File: config.mk
export PLATFORM = sky130hd
export DESIGN_NAME = glb_store_dma
export DESIGN_NICKNAME = d
export VERILOG_FILES = /design/src/rtl/global_buffer_pkg.sv /design/src/rtl/glb_st_hdr_fifo.sv /design/src/rtl/glb_store_dma.sv
export SDC_FILE = /design/constraint.sdc
export NUM_CORES = 1
export LEC_CHECK = 0
export ABC_AREA = 1
export BUFFER_PORTS_ARGS = -buffer_cell sky130_fd_sc_hd__buf_2
export CAP_MARGIN = 5
export CORE_ASPECT_RATIO = 0.7
export CORE_MARGIN = 2
export CORE_UTILIZATION = 25
export CTS_CLUSTER_DIAMETER = 50
export DETAILED_ROUTE_END_ITERATION = 7
export GPL_TIMING_DRIVEN = 0
export PLACE_DENSITY = 0.38
export SYNTH_ARGS = -nofsm -noshare
export SYNTH_HDL_FRONTEND = slang
export SYNTH_SLANG_ARGS = --single-unit
File: constraint.sdc
create_clock -name clk -period 2.7 [get_ports clk]
set_input_delay 0.27 -clock clk [delete_from_list [all_inputs] [get_ports clk]]
set_output_delay 0.27 -clock clk [all_outputs]
set_load 0.1 [all_outputs]
File: src/rtl/global_buffer_pkg.sv
`default_nettype none
// ============================================================================
// Package  : global_buffer_pkg
// Purpose  : Shared widths, packet/header types and store-DMA state encoding
//            for the GLB tile.
// Revision : 1.0 - initial store-DMA types
// ============================================================================
package global_buffer_pkg;

  localparam int GLB_ADDR_WIDTH       = 21;
  localparam int CGRA_DATA_WIDTH      = 16;
  localparam int BANK_DATA_WIDTH      = 64;
  localparam int BANK_STRB_WIDTH      = BANK_DATA_WIDTH / 8;
  localparam int BANK_BYTE_OFFSET     = 3;
  localparam int QUEUE_DEPTH          = 4;
  localparam int MAX_NUM_WORDS_WIDTH  = 16;
  localparam int ST_DMA_LANES         = BANK_DATA_WIDTH / CGRA_DATA_WIDTH;
  localparam int ST_DMA_LANE_STRB     = BANK_STRB_WIDTH / ST_DMA_LANES;

  typedef struct packed {
    logic                           valid;
    logic [GLB_ADDR_WIDTH-1:0]      start_addr;
    logic [MAX_NUM_WORDS_WIDTH-1:0] num_words;
  } dma_st_header_t;

  typedef struct packed {
    logic                       wr_en;
    logic [BANK_STRB_WIDTH-1:0] wr_strb;
    logic [GLB_ADDR_WIDTH-1:0]  wr_addr;
    logic [BANK_DATA_WIDTH-1:0] wr_data;
  } wr_packet_t;

  typedef enum logic {
    ST_IDLE   = 1'b0,
    ST_STREAM = 1'b1
  } st_dma_state_e;

endpackage
`default_nettype wire

File: src/rtl/glb_st_hdr_fifo.sv
`default_nettype none
// ============================================================================
// Module   : glb_st_hdr_fifo
// Purpose  : DEPTH-entry FIFO of store-DMA headers. Pushes while full are
//            ignored; simultaneous push and pop are both honoured.
// Revision : 1.0 - initial version
// ============================================================================
module glb_st_hdr_fifo
  import global_buffer_pkg::*;
#(
  parameter int DEPTH = QUEUE_DEPTH
) (
  input  logic           clk,
  input  logic           reset_n,
  input  logic           push,
  input  dma_st_header_t push_data,
  input  logic           pop,
  output dma_st_header_t pop_data,
  output logic           full,
  output logic           empty
);

  localparam int c_PTR_W = $clog2(DEPTH);

  dma_st_header_t       r_mem [DEPTH];
  logic [c_PTR_W-1:0]   r_wr_ptr;
  logic [c_PTR_W-1:0]   r_rd_ptr;
  logic [c_PTR_W:0]     r_count;
  logic                 w_push_ok;
  logic                 w_pop_ok;

  assign full      = (r_count == (c_PTR_W+1)'(DEPTH));
  assign empty     = (r_count == '0);
  assign w_push_ok = push && !full;
  assign w_pop_ok  = pop && !empty;
  assign pop_data  = r_mem[r_rd_ptr];

  // Storage array; contents are don't-care until pushed, so no reset.
  always_ff @(posedge clk) begin
    if (w_push_ok) r_mem[r_wr_ptr] <= push_data;
  end

  // Pointer and occupancy tracking; pointers wrap naturally (power-of-2 depth).
  always_ff @(posedge clk or negedge reset_n) begin
    if (!reset_n) begin
      r_wr_ptr <= '0;
      r_rd_ptr <= '0;
      r_count  <= '0;
    end else begin
      if (w_push_ok) r_wr_ptr <= r_wr_ptr + c_PTR_W'(1);
      if (w_pop_ok)  r_rd_ptr <= r_rd_ptr + c_PTR_W'(1);
      case ({w_push_ok, w_pop_ok})
        2'b10:   r_count <= r_count + (c_PTR_W+1)'(1);
        2'b01:   r_count <= r_count - (c_PTR_W+1)'(1);
        default: r_count <= r_count;
      endcase
    end
  end

endmodule
`default_nettype wire

File: src/rtl/glb_store_dma.sv
`default_nettype none
// ============================================================================
// Module   : glb_store_dma
// Purpose  : Packs the 16-bit CGRA-to-GLB stream into 64-bit bank writes,
//            one queued header (start_addr, num_words) per transfer.
// Options  : GLB_ST_DMA_DROP_CNT_EN - adds st_dma_drop_cnt, a saturating
//            count of beats that arrived with no active header.
// Revision : 1.0 - initial version
// ============================================================================
module glb_store_dma
  import global_buffer_pkg::*;
(
  input  logic                       clk,
  input  logic                       reset_n,
  input  logic                       cfg_st_dma_on,
  input  logic                       st_hdr_push,
  input  dma_st_header_t             st_hdr,
  output logic                       st_hdr_full,
  input  logic [CGRA_DATA_WIDTH-1:0] stream_data_f2g,
  input  logic                       stream_data_valid_f2g,
  output wr_packet_t                 st_dma_wr,
  output logic                       st_dma_done_pulse
`ifdef GLB_ST_DMA_DROP_CNT_EN
  ,
  output logic [15:0]                st_dma_drop_cnt
`endif
);

  dma_st_header_t                 w_hdr;
  logic                           w_empty;
  logic                           w_pop;
  logic [1:0]                     w_lane;
  logic                           w_flush;
  logic [BANK_DATA_WIDTH-1:0]     w_buf_merged;
  logic [BANK_STRB_WIDTH-1:0]     w_strb_merged;
  logic                           w_unused_hdr;

  st_dma_state_e                  r_state;
  logic [GLB_ADDR_WIDTH-1:0]      r_addr;
  logic [MAX_NUM_WORDS_WIDTH-1:0] r_remain;
  logic [BANK_DATA_WIDTH-1:0]     r_buf;
  logic [BANK_STRB_WIDTH-1:0]     r_strb;
  wr_packet_t                     r_wr;
  logic                           r_done;

  glb_st_hdr_fifo #(
    .DEPTH (QUEUE_DEPTH)
  ) u_hdr_fifo (
    .clk       (clk),
    .reset_n   (reset_n),
    .push      (st_hdr_push),
    .push_data (st_hdr),
    .pop       (w_pop),
    .pop_data  (w_hdr),
    .full      (st_hdr_full),
    .empty     (w_empty)
  );

  // The header valid bit and start_addr[0] are not used: addresses are
  // forced to a 16-bit boundary.
  assign w_unused_hdr = ^{w_hdr.valid, w_hdr.start_addr[0]};

  assign w_pop   = (r_state == ST_IDLE) && cfg_st_dma_on && !w_empty;
  assign w_lane  = r_addr[BANK_BYTE_OFFSET-1:1];
  assign w_flush = (w_lane == 2'(ST_DMA_LANES-1)) ||
                   (r_remain == MAX_NUM_WORDS_WIDTH'(1));

  // Lane buffer and strobe with the current beat merged in.
  always_comb begin
    w_buf_merged  = r_buf;
    w_strb_merged = r_strb;
    w_buf_merged[w_lane*CGRA_DATA_WIDTH +: CGRA_DATA_WIDTH]    = stream_data_f2g;
    w_strb_merged[w_lane*ST_DMA_LANE_STRB +: ST_DMA_LANE_STRB] = '1;
  end

  // Header pop / beat packing FSM with registered write packet and done pulse.
  always_ff @(posedge clk or negedge reset_n) begin
    if (!reset_n) begin
      r_state  <= ST_IDLE;
      r_addr   <= '0;
      r_remain <= '0;
      r_buf    <= '0;
      r_strb   <= '0;
      r_wr     <= '0;
      r_done   <= 1'b0;
    end else begin
      r_wr.wr_en <= 1'b0;
      r_done     <= 1'b0;
      case (r_state)
        ST_IDLE: begin
          if (w_pop) begin
            r_addr   <= {w_hdr.start_addr[GLB_ADDR_WIDTH-1:1], 1'b0};
            r_remain <= w_hdr.num_words;
            if (w_hdr.num_words == '0) r_done  <= 1'b1;
            else                       r_state <= ST_STREAM;
          end
        end
        ST_STREAM: begin
          if (stream_data_valid_f2g) begin
            r_addr   <= r_addr + GLB_ADDR_WIDTH'(2);
            r_remain <= r_remain - MAX_NUM_WORDS_WIDTH'(1);
            if (w_flush) begin
              r_wr.wr_en   <= 1'b1;
              r_wr.wr_strb <= w_strb_merged;
              r_wr.wr_addr <= {r_addr[GLB_ADDR_WIDTH-1:BANK_BYTE_OFFSET],
                               {BANK_BYTE_OFFSET{1'b0}}};
              r_wr.wr_data <= w_buf_merged;
              r_buf        <= '0;
              r_strb       <= '0;
            end else begin
              r_buf  <= w_buf_merged;
              r_strb <= w_strb_merged;
            end
            if (r_remain == MAX_NUM_WORDS_WIDTH'(1)) begin
              r_done  <= 1'b1;
              r_state <= ST_IDLE;
            end
          end
        end
        default: r_state <= ST_IDLE;
      endcase
    end
  end

  assign st_dma_wr         = r_wr;
  assign st_dma_done_pulse = r_done;

`ifdef GLB_ST_DMA_DROP_CNT_EN
  logic        w_drop;
  logic [15:0] r_drop_cnt;

  assign w_drop = (r_state == ST_IDLE) && stream_data_valid_f2g;

  // Saturating count of beats seen with no active header.
  always_ff @(posedge clk or negedge reset_n) begin
    if (!reset_n)                           r_drop_cnt <= '0;
    else if (w_drop && r_drop_cnt != '1)    r_drop_cnt <= r_drop_cnt + 16'd1;
  end

  assign st_dma_drop_cnt = r_drop_cnt;
`endif

endmodule
`default_nettype wire
==> flow_metrics.py, run 1 <==
metrics = {
    "routing": {
        "drc_errors": 0,
        "vias_per_std_cell": 4.60,
        "via_total_after_detailed_routing": 12900,
        "routedWlPerCell_um": 19.6,
        "route.antenna.remaining_nets": 0,
        "wl_um": 54900,
        "dr.first_iter.drc_count": 953,
        "drt_first_pass_iters": 5,
    },
    "finish": {
        "finish.net_count": 2017,
        "syn_to_final_growth_pct": 25.2,
        "drive_gt1_share_pct": 15.4,
        "postLayoutCoreUtil_pct": 31.8,
        "antenna-diode-count": 0,
    },
    "clocking": {
        "clock_tree.htree_level_count": 2,
        "cts_buffers": 46,
        "cts-root-to-sink-buffers": 3,
        "cts_tree": "done",
        "clock-sinks": 352,
        "ctsRootBufferMaster": "clkbuf_16",
        "cts.reportedPaths.clkPinSlew_ps": 60,
        "insertion_delay_ps": 580,
    },
    "yosys": {
        "ys_async_sr_fraction_pct": 59.1,
        "synthDistinctLibCells": 36,
        "synth-seq-area-share_pct": 60.6,
        "yosys_warnings": 0,
        "synth_edf_count": 144,
        "synthFlopType": "dfrtp_1",
        "mappedNetlistArea_mm2": 0.0157,
        "syn_area_per_cell_um2": 9.24,
        "synthesis_stage_register_bit_count": 352,
        "synthCells": 1702,
    },
    "place": {
        "gp_congestion": 0.872,
        "portBuffers": 149,
        "detailed_place_hpwl_um": 39500,
        "place_ws_ps": -241,
    },
    "grt": {
        "grt_util_met3_pct": 4.72,
        "met1_usage_pct": 25.4,
        "grt_pass1_vias": 12700,
        "grt_first_pass_wirelength_um": 81700,
        "use_met2_pct": 23.0,
        "layer_carrying_the_most_global_route_usage": "met1",
        "gr-total-overflow": 0,
        "global_route_usage_over_all_layers_pct": 16.8,
        "antenna_found_initial": 0,
        "largest_net_degree_at_the_start_of_global_routing": 106,
    },
    "power": {
        "leakage_nw": 8.83,
        "vdd_ir_drop_max_mv": 0.947,
        "power_density_mw_per_mm2": 1420,
        "power.total_mw": 27.8,
    },
    "floorplanning": {
        "initial_utilization_pct": 25.4,
        "coreArea_mm2": 0.0618,
        "fp.dieArea_mm2": 0.0649,
        "dieHeight_um": 214,
        "std_cell_rows": 76,
        "chipWidth_um": 304,
        "io_pins": 155,
    },
    "setup_path": {
        "startpoint_type": "flop",
        "max_stage_delay_ps": 440,
        "critPathCaptureType": "flop",
        "critical_path_peak_fanout": 10,
        "arrival_time_reported_for_the_critical_path_endpoint_ps": 2910,
        "critPathKind": "flop to flop",
        "critical_path_required_ps": 3160,
        "cp_cell_sequence": "clkbuf_4, inv_1, ha_1, inv_1, nand2_1, clkbuf_1, o22ai_1, nand3_1, nand2_1",
        "slowest_stage": "clkbuf_1",
        "regToRegSetupSlack_ps": 240,
    },
    "run": {
        "max_cap_viol_count": 0,
    },
    "hold_path": {
        "hold_path_class": "input port to flop",
    },
    "timing": {
        "hold_violations": 0,
        "worst_clock_skew_ps": 13.9,
        "grt_setup_unrepaired": "false",
        "final.setup.worst_slack_ps": 244,
        "setup_viol_count_final": 0,
        "fin_setup_tns_ps": 0,
        "layout_min_cycle_time_ps": 2460,
        "worst_slew_margin_rel_pct": 42.4,
        "final.period_utilization_pct": 91.0,
        "report.final.slew_viol_count": 0,
        "timing_worst_slew_pin_value_ps": 863,
        "maxClockFrequency_mhz": 407,
    },
    "status": {
        "result_of_the_run": "completed",
    },
}
-- worst paths after layout --
kind	startpoint	cells after the start	end
setup reg to reg	r_addr[1]$_DFFE_PN0P_	9	st_dma_wr[14]$_DFFE_PN0P_
hold / removal	stream_data_f2g[10]	5	r_buf[42]$_DFFE_PN0P_
setup / recovery	r_addr[1]$_DFFE_PN0P_	9	st_dma_wr[14]$_DFFE_PN0P_
hold reg to reg	st_dma_wr[16]$_DFFE_PN0P_	2	st_dma_wr[16]$_DFFE_PN0P_
max in group asynchronous	reset_n	4	st_dma_wr[81]$_DFFE_PN0P_
min in group asynchronous	reset_n	3	st_dma_wr[21]$_DFFE_PN0P_
-- kinds of logic after synthesis --
kind of cell,synth area share (%)
xor gates and xnor gates,0.724
buffers and inverters,7.05
DFF,60.6
other,0.0239
AOI/OAI and AO/OA,9.58
adders and majority gates,1.08
and+or+nand+nor,20.9
-- cell usage after synthesis, types with 2 or more instances --
| master | number | area, um2 |
|---|---|---|
| buf_2 | 37 | 185 |
| nand4_1 | 6 | 37.5 |
| o211ai_1 | 5 | 37.5 |
| nand2_1 | 505 | 1900 |
| a31oi_1 | 2 | 12.5 |
| nand3b_1 | 2 | 15.0 |
| xnor2_1 | 5 | 43.8 |
| buf_1 | 6 | 22.5 |
| inv_2 | 3 | 11.3 |
| o22ai_1 | 139 | 870 |
| a211oi_1 | 2 | 15.0 |
| a21oi_1 | 31 | 155 |
| buf_4 | 5 | 37.5 |
| xor2_1 | 8 | 70.1 |
| ha_1 | 12 | 150 |
| o21ai_0 | 78 | 390 |
| buf_6 | 9 | 101 |
| nor3_1 | 11 | 55.1 |
| nor2_1 | 108 | 405 |
| inv_1 | 148 | 556 |
| edfxtp_1 | 144 | 4320 |
| clkinv_1 | 2 | 7.51 |
| nand3_1 | 164 | 821 |
| o221ai_1 | 2 | 17.5 |
| dfrtp_1 | 208 | 5200 |
| clkbuf_1 | 50 | 188 |
-- critical path: cells and delay by family, from the launching register on --
family          cells  cell delay [ps]
buf+inv             4              920
simple gates        3              470
compound gates      1              200
fa+ha+maj           1              360
flops               1              400
-- report_power, final --
group          switching, mW  total, mW  internal, mW
Combinational           10.4       13.2          2.79
Clock                   2.48       6.32          3.84
Sequential             0.905       8.34          7.44
Total                   13.8       27.8          14.1
-- layout make-up --
| cell class | instances | area, um2 |
|---|---|---|
| Fill cell | 6523 | 42100 |
| Sequential cell | 352 | 9530 |
| Multi-Input combinational cell | 1092 | 5150 |
| Clock buffer | 60 | 1320 |
| Timing Repair Buffer | 194 | 1280 |
| Tap cell | 819 | 1020 |
| Inverter | 153 | 578 |
| Buffer | 106 | 536 |
| Clock inverter | 23 | 255 |
-- what timing repair did --
action                     4_1_cts  5_1_grt
gates resized for setup          2        9
setup buffers                    0        1
hold buffers                    38        0
setup endpoints to repair        2       60
hold endpoints to repair       249        0
pin swaps                        0        0
-- metrics by stage --
stage / instance area, um2 / hold WS, ps / instances
2_1_floorplan: 15700 / -25.6 / 1704
3_3_place_gp: 17500 / 454 / 2672
3_5_place_dp: 17700 / 369 / 2678
4_1_cts: 19600 / 148 / 2799
5_1_grt: 19700 / 191 / 2799
6_report: 19700 / 178 / 2799
-- layer usage --
| metal | wire length (um) | vias up | part of all wire, % |
|---|---|---|---|
| met5 | 0 | - | 0 |
| li1 | - | 6194 | - |
| met3 | 4030 | 73 | 7.3 |
| met2 | 21700 | 324 | 39 |
| met4 | 1030 | 0 | 1.9 |
| met1 | 28100 | 6288 | 51 |
-- cells in the final DEF (no fill, tap or decap), types with 4 or more instances in the layout --
master	count
nand4_1	6
buf_2	184
clkbuf_8	5
edfxtp_1	144
nor2_1	104
o211ai_1	5
ha_1	12
nor2_4	4
xor2_1	8
clkinv_4	6
buf_1	6
inv_1	147
clkinv_2	7
buf_12	4
clkbuf_1	53
dlygate4sd3_1	38
xnor2_1	5
buf_6	9
nand2_1	504
nor3_1	10
clkbuf_16	49
a21oi_1	31
bufinv_16	4
dfrtp_1	208
buf_4	6
nand3_1	161
o22ai_1	138
o21ai_0	78
-- sequential cells by signal (all words and copies together), names as in the netlist --
signal and flops:
st_dma_wr 91, u_hdr_fifo.r_rd_ptr 2, r_remain 16, r_state 1
u_hdr_fifo.r_count 3, r_addr 20, r_buf 64, u_hdr_fifo.r_mem 144
u_hdr_fifo.r_wr_ptr 2, st_dma_done_pulse 1, r_strb 8
Power figures use the tool's default switching activity.
==> run 2, diff against run 1 <==
--- a/config.mk
+++ b/config.mk
@@ -5,7 +5,7 @@
 export SDC_FILE = /design/constraint.sdc
 export NUM_CORES = 1
 export LEC_CHECK = 0
-export ABC_AREA = 1
+export ABC_AREA = 0
 export BUFFER_PORTS_ARGS = -buffer_cell sky130_fd_sc_hd__buf_2
 export CAP_MARGIN = 5
 export CORE_ASPECT_RATIO = 0.7
==> run 2 against run 1 <==
Combinational power down 15%. Non-clock buffer count down 31. Count of clock-buffer cells in the layout down 3. Final cell count down 19%. Routed wire length down 15%. Area after synthesis down 3.3%. Sequential share of layout area up 1.6 points. Setup slack worse by 110 ps. Sequential power up 0.8%. Critical path type unchanged. Register-to-register slack worse by 110 ps. Die area down 3.2%. Global-route usage down 1.8 points.
==> flow_metrics.py, run 2 <==
metrics = {
    "status": {
        "result_of_the_run": "completed",
    },
    "timing": {
        "worst_clock_skew_ps": 26.6,
        "layout_min_cycle_time_ps": 2570,
        "report.final.slew_viol_count": 0,
        "grt_setup_unrepaired": "true",
        "final.period_utilization_pct": 95.1,
        "hold_violations": 0,
        "maxClockFrequency_mhz": 389,
        "worst_hold_slack_ps": 99.5,
        "setup_viol_count_final": 0,
        "final.setup.worst_slack_ps": 132,
        "fin_setup_tns_ps": 0,
        "timing_worst_slew_pin_value_ps": 1110,
        "worst_slew_margin_rel_pct": 26.1,
    },
    "floorplanning": {
        "fp.dieArea_mm2": 0.0628,
        "dieHeight_um": 210,
        "initial_utilization_pct": 25.3,
        "coreArea_mm2": 0.0601,
        "std_cell_rows": 75,
        "io_pins": 155,
        "chipWidth_um": 299,
    },
    "yosys": {
        "synth.area.mux_share_pct": 12.7,
        "synthFlopType": "dfrtp_1",
        "synthCells": 1196,
        "synth.largest_area_cell": "dfrtp_1",
        "synthTopCellsByCount": "dfrtp_1, edfxtp_1, nor2_1",
        "syn_area_per_cell_um2": 12.7,
        "most_frequent_cell_after_synthesis": "dfrtp_1",
        "mappedNetlistArea_mm2": 0.0152,
        "synthDistinctLibCells": 58,
        "largest_family_of_logic_cells_by_synthesized_area": "multiplexers",
        "yosys_warnings": 0,
        "ys_async_sr_fraction_pct": 59.1,
        "synth_area_leaders": "dfrtp_1, edfxtp_1, mux2_2",
        "synth_edf_count": 144,
        "synth-simple-area-share_pct": 8.40,
        "synth_compound_area_share_pct": 8.74,
        "synth_top_cell_area_share_pct": 34.2,
        "post_synth_xor_area_fraction_pct": 1.32,
        "synthesis_stage_register_bit_count": 352,
        "synth-seq-area-share_pct": 62.7,
        "yosys.area_share.adder_pct": 1.12,
    },
    "setup_path": {
        "arrival_time_reported_for_the_critical_path_endpoint_ps": 3000,
        "critical_path_required_ps": 3130,
        "critical_path_peak_fanout": 10,
        "startpoint_type": "flop",
        "critPathKind": "flop to flop",
        "critPathCaptureType": "flop",
        "rr_worst_depth": 7,
    },
    "finish": {
        "most_common_cell_after_layout_fill_and_taps_aside": "dfrtp_1",
        "multi_input_comb_area_mm2": 0.00500,
        "syn_to_final_growth_pct": 25.2,
        "instances_no_fill": 2266,
        "fillerInstances": 6101,
        "final_cell_mix": "dfrtp_1, edfxtp_1, buf_2, nor2_1, nand2_1",
        "final-seq-area_mm2": 0.00953,
        "drive_gt1_share_pct": 27.7,
        "most_flops_register": "u_hdr_fifo.r_mem",
        "largest_register_ffs": 144,
        "antenna-diode-count": 0,
        "finish.net_count": 1496,
    },
    "routing": {
        "wl_um": 46700,
        "dr.first_iter.drc_count": 922,
        "via_total_after_detailed_routing": 10200,
        "drc_errors": 0,
        "route.antenna.remaining_nets": 0,
        "vias_per_std_cell": 4.50,
        "drt_first_pass_iters": 5,
        "routedWlPerCell_um": 20.6,
    },
    "clocking": {
        "insertion_delay_ps": 560,
        "cts.reportedPaths.clkPinSlew_ps": 60,
        "cts_tree": "done",
        "clock-sinks": 352,
        "clock_tree.htree_level_count": 2,
        "ctsRootBufferMaster": "clkbuf_16",
        "cts_buffers": 44,
        "cts-root-to-sink-buffers": 3,
    },
    "power": {
        "leakage_nw": 7.79,
        "vdd_ir_drop_max_mv": 0.706,
        "power.total_mw": 25.6,
        "power_density_mw_per_mm2": 1340,
    },
    "grt": {
        "grt_pass1_vias": 10600,
        "largest_net_degree_at_the_start_of_global_routing": 73,
        "grt_first_pass_wirelength_um": 70400,
        "antenna_found_initial": 0,
        "global_route_usage_over_all_layers_pct": 15.0,
        "gr-total-overflow": 0,
    },
    "place": {
        "gp_congestion": 0.797,
        "detailed_place_hpwl_um": 32500,
        "place_ws_ps": -738,
        "dpl.cell_count": 2141,
        "portBuffers": 133,
    },
    "run": {
        "max_cap_viol_count": 0,
    },
    "hold_path": {
        "hold_path_class": "input port to flop",
        "worst_hold_path.num_cells": 3,
    },
}
## run 2: changes by cell type after synthesis, moves of 17 or more
cell | before | now
mux2_2 | 0 | 78
nand3_1 | 164 | 10
mux4_2 | 0 | 36
mux2i_1 | 0 | 19
buf_2 | 37 | 20
a22oi_1 | 0 | 66
nand2_1 | 505 | 92
o22ai_1 | 139 | 5
inv_1 | 148 | 86
## run 2: report_power, final
part | internal (mW) | total (mW) | switching, mW | leakage (nW)
sequential | 7.34 | 8.41 | 1.08 | 4.01
clock | 3.57 | 5.95 | 2.38 | 0.719
combinational | 2.91 | 11.2 | 8.28 | 3.05
total | 13.8 | 25.6 | 11.7 | 7.79
## run 2: through the flow
step | cell area, um2 | utilization, %
floorplan | 15200 | -
global placement | 16900 | 28.1
detailed placement | 17000 | 28.2
CTS | 18900 | 31.5
global route | 19000 | 31.7
finish | 19000 | 31.7
## run 2: cell type report
| class | count | share of cell area (%) |
|---|---|---|
| buffer | 85 | 2.56 |
| inverter | 88 | 1.77 |
| timing repair buffer | 184 | 6.26 |
| tap | 808 | 5.31 |
| multi-input combinational | 668 | 26.3 |
| clock buffer | 57 | 6.58 |
| timing repair inverter | 1 | 0.0394 |
| clock inverter | 23 | 1.15 |
| sequential | 352 | 50.1 |
## run 2: kinds of logic after synthesis
logic type	Yosys count
AND/OR/NAND/NOR	275
XOR/XNOR	23
buffers and inverters	179
AO/OA/AOI/OAI	215
flip-flops	352
multiplexers	138
other	1
adder cells (fa/ha/maj)	13
## run 2: worst paths after layout
check                                         start  slack [ps]                            endpoint
setup / recovery            r_remain[8]$_DFFE_PN0P_         130           st_dma_wr[48]$_DFFE_PN0P_
hold / removal                   stream_data_f2g[5]         100               r_buf[21]$_DFFE_PN0P_
setup reg to reg            r_remain[8]$_DFFE_PN0P_         130           st_dma_wr[48]$_DFFE_PN0P_
hold reg to reg            r_remain[13]$_DFFE_PN0P_         490            r_remain[13]$_DFFE_PN0P_
max in group asynchronous                   reset_n        1270  u_hdr_fifo.r_wr_ptr[0]$_DFFE_PN0P_
min in group asynchronous                   reset_n         280           st_dma_wr[61]$_DFFE_PN0P_
## run 2: what timing repair did
item | in CTS | in global routing
hold buffers | 37 | 0
pin swaps | 0 | 5
gates resized for setup | 40 | 17
buffers inserted | 1 | 11
setup endpoints to repair | 186 | 154
endpoints found under the hold margin | 213 | 0
cloned | 1 | 1
## run 2: metal layers
metal	global-route usage, %	routed length (um)
met5	0	0
met4	3.67	774
met3	3.15	2350
met2	20.4	18700
met1	23.7	24900
## run 2: critical path, stage by stage (launching register included)
cell        delay (ps)
dfrtp_1            420
or4_4              550
nor3_4             270
and3_4             280
o21ai_4            130
clkinvlp_4         250
buf_8              170
mux2_2             340
==> run 3, diff against run 2 <==
--- a/config.mk
+++ b/config.mk
@@ -14,7 +14,7 @@
 export CTS_CLUSTER_DIAMETER = 50
 export DETAILED_ROUTE_END_ITERATION = 7
 export GPL_TIMING_DRIVEN = 0
-export PLACE_DENSITY = 0.38
+export PLACE_DENSITY = 0.36
 export SYNTH_ARGS = -nofsm -noshare
 export SYNTH_HDL_FRONTEND = slang
 export SYNTH_SLANG_ARGS = --single-unit
==> constraint.sdc (replaced) <==
create_clock -name clk -period 3.2 [get_ports clk]
set_input_delay 0.32 -clock clk [delete_from_list [all_inputs] [get_ports clk]]
set_output_delay 0.32 -clock clk [all_outputs]
set_load 0.1 [all_outputs]
==> run 3 against run 2 <==
Sequential share of layout area rose by 0.46 points. Count of clock-buffer cells in the layout is 2 higher. Highest routed layer unchanged. Largest cell class unchanged. Clock power fell by 17%. Power shrank 17%. Register-to-register slack gained 40 ps. Sequential power down 17%. Via count down 0.95%. Fmax down 15%. Global-route usage decreased by 0.27 points. Design area down 0.91%. Non-clock buffer count down 4. Hold slack better by 40 ps.
==> flow_metrics.py, run 3 (same netlist as run 2, synthesis figures left out) <==
metrics = {
    "grt": {
        "largest_net_degree_at_the_start_of_global_routing": 105,
        "global_route_usage_over_all_layers_pct": 14.7,
        "gr-total-overflow": 0,
        "antenna_found_initial": 1,
        "grt_pass1_vias": 10400,
        "grt_first_pass_wirelength_um": 69100,
    },
    "place": {
        "detailed_place_hpwl_um": 32000,
        "place_ws_ps": -141,
        "portBuffers": 133,
        "dpl.cell_count": 2145,
        "gp_congestion": 0.779,
    },
    "timing": {
        "report.final.slew_viol_count": 0,
        "hold_violations": 0,
        "final.setup.worst_slack_ps": 168,
        "worst_hold_slack_ps": 140,
        "final.period_utilization_pct": 94.7,
        "worst_clock_skew_ps": 34.5,
        "maxClockFrequency_mhz": 330,
        "worst_slew_margin_rel_pct": 33.2,
        "fin_setup_tns_ps": 0,
        "timing_worst_slew_pin_value_ps": 1000,
        "layout_min_cycle_time_ps": 3030,
        "setup_viol_count_final": 0,
        "grt_setup_unrepaired": "false",
    },
    "finish": {
        "most_flops_register": "u_hdr_fifo.r_mem",
        "largest_register_ffs": 144,
        "drive_gt1_share_pct": 26.0,
        "finish.net_count": 1491,
        "instances_no_fill": 2257,
        "syn_to_final_growth_pct": 24.0,
        "antenna-diode-count": 0,
        "final_cell_mix": "dfrtp_1, buf_2, edfxtp_1, nor2_1, nand2_1",
        "most_common_cell_after_layout_fill_and_taps_aside": "dfrtp_1",
    },
    "setup_path": {
        "arrival_time_reported_for_the_critical_path_endpoint_ps": 3460,
        "critPathCaptureType": "flop",
        "critPathKind": "flop to flop",
        "critical_path_peak_fanout": 10,
        "rr_worst_depth": 7,
        "critical_path_required_ps": 3630,
        "startpoint_type": "flop",
    },
    "routing": {
        "wl_um": 45700,
        "via_total_after_detailed_routing": 10100,
        "route.antenna.remaining_nets": 0,
        "routedWlPerCell_um": 20.2,
        "vias_per_std_cell": 4.48,
        "dr.first_iter.drc_count": 547,
        "drt_first_pass_iters": 7,
        "drc_errors": 0,
    },
    "floorplanning": {
        "dieHeight_um": 210,
        "initial_utilization_pct": 25.3,
        "fp.dieArea_mm2": 0.0628,
        "coreArea_mm2": 0.0601,
        "chipWidth_um": 299,
        "io_pins": 155,
        "std_cell_rows": 75,
    },
    "clocking": {
        "cts.reportedPaths.clkPinSlew_ps": 60,
        "cts-root-to-sink-buffers": 3,
        "cts_buffers": 45,
        "ctsRootBufferMaster": "clkbuf_16",
        "post-cts-setup-buffer-count": 0,
        "clock-sinks": 352,
        "clock_tree.htree_level_count": 2,
        "insertion_delay_ps": 570,
        "cts_tree": "done",
    },
    "status": {
        "result_of_the_run": "completed",
    },
    "power": {
        "power.total_mw": 21.3,
        "vdd_ir_drop_max_mv": 0.464,
        "power_density_mw_per_mm2": 1130,
        "leakage_nw": 7.71,
    },
    "hold_path": {
        "hold_path_class": "input port to async pin",
    },
    "run": {
        "max_cap_viol_count": 0,
    },
}
-- run 3: final timing paths --
kind | startpoint | to | slack [ps]
max | r_remain[8]$_DFFE_PN0P_ | st_dma_wr[60]$_DFFE_PN0P_ | 170
max in group asynchronous | reset_n | st_dma_wr[19]$_DFFE_PN0P_ | 1820
min reg2reg | r_strb[7]$_DFFE_PN0P_ | r_strb[7]$_DFFE_PN0P_ | 490
min in group clk | stream_data_f2g[7] | r_buf[7]$_DFFE_PN0P_ | 170
max reg2reg | r_remain[8]$_DFFE_PN0P_ | st_dma_wr[60]$_DFFE_PN0P_ | 170
min | reset_n | st_dma_wr[60]$_DFFE_PN0P_ | 140
-- run 3: report_power, final --
part	internal, mW	switching (mW)
clock	2.94	2.02
sequential	6.18	0.837
combinational	2.39	6.95
total	11.5	9.81
-- run 3: critical path, stage by stage, from the launching register on --
cell      delay, ps
dfrtp_1         420
or4_1           570
nor3_2          340
and3_1          320
o21ai_2         250
clkinv_4        240
buf_2           350
mux2_2          380
-- run 3: area by class of cell --
cell class	instances	area, um2
Multi-Input combinational cell	667	4940
Fill cell	6116	41200
Clock inverter	18	205
Inverter	88	339
Tap cell	808	1010
Clock buffer	59	1220
Timing Repair Buffer	176	1180
Buffer	89	430
Sequential cell	352	9530
-- run 3: metal layers --
| metal | up-vias | track usage, % | share of wire (%) |
|---|---|---|---|
| met5 | - | 0 | 0 |
| met4 | 0 | 3.53 | 1.6 |
| met3 | 51 | 3.63 | 5.6 |
| met2 | 200 | 20.5 | 41 |
| met1 | 5152 | 22.6 | 52 |
| li1 | 4701 | - | - |
-- run 3: stage by stage --
stage | util [%] | instance area, um2
final | 31.4 | 18900
after global placement | 28.1 | 16900
after detailed placement | 28.4 | 17000
after floorplan | - | 15200
after CTS | 31.4 | 18800
after global routing | 31.4 | 18900
-- run 3: timing repair --
item	4_1_cts	5_1_grt
endpoints found under the setup margin	42	71
resized for setup	3	15
endpoints found under the hold margin	248	0
pin swaps	0	0
hold buffers	37	0
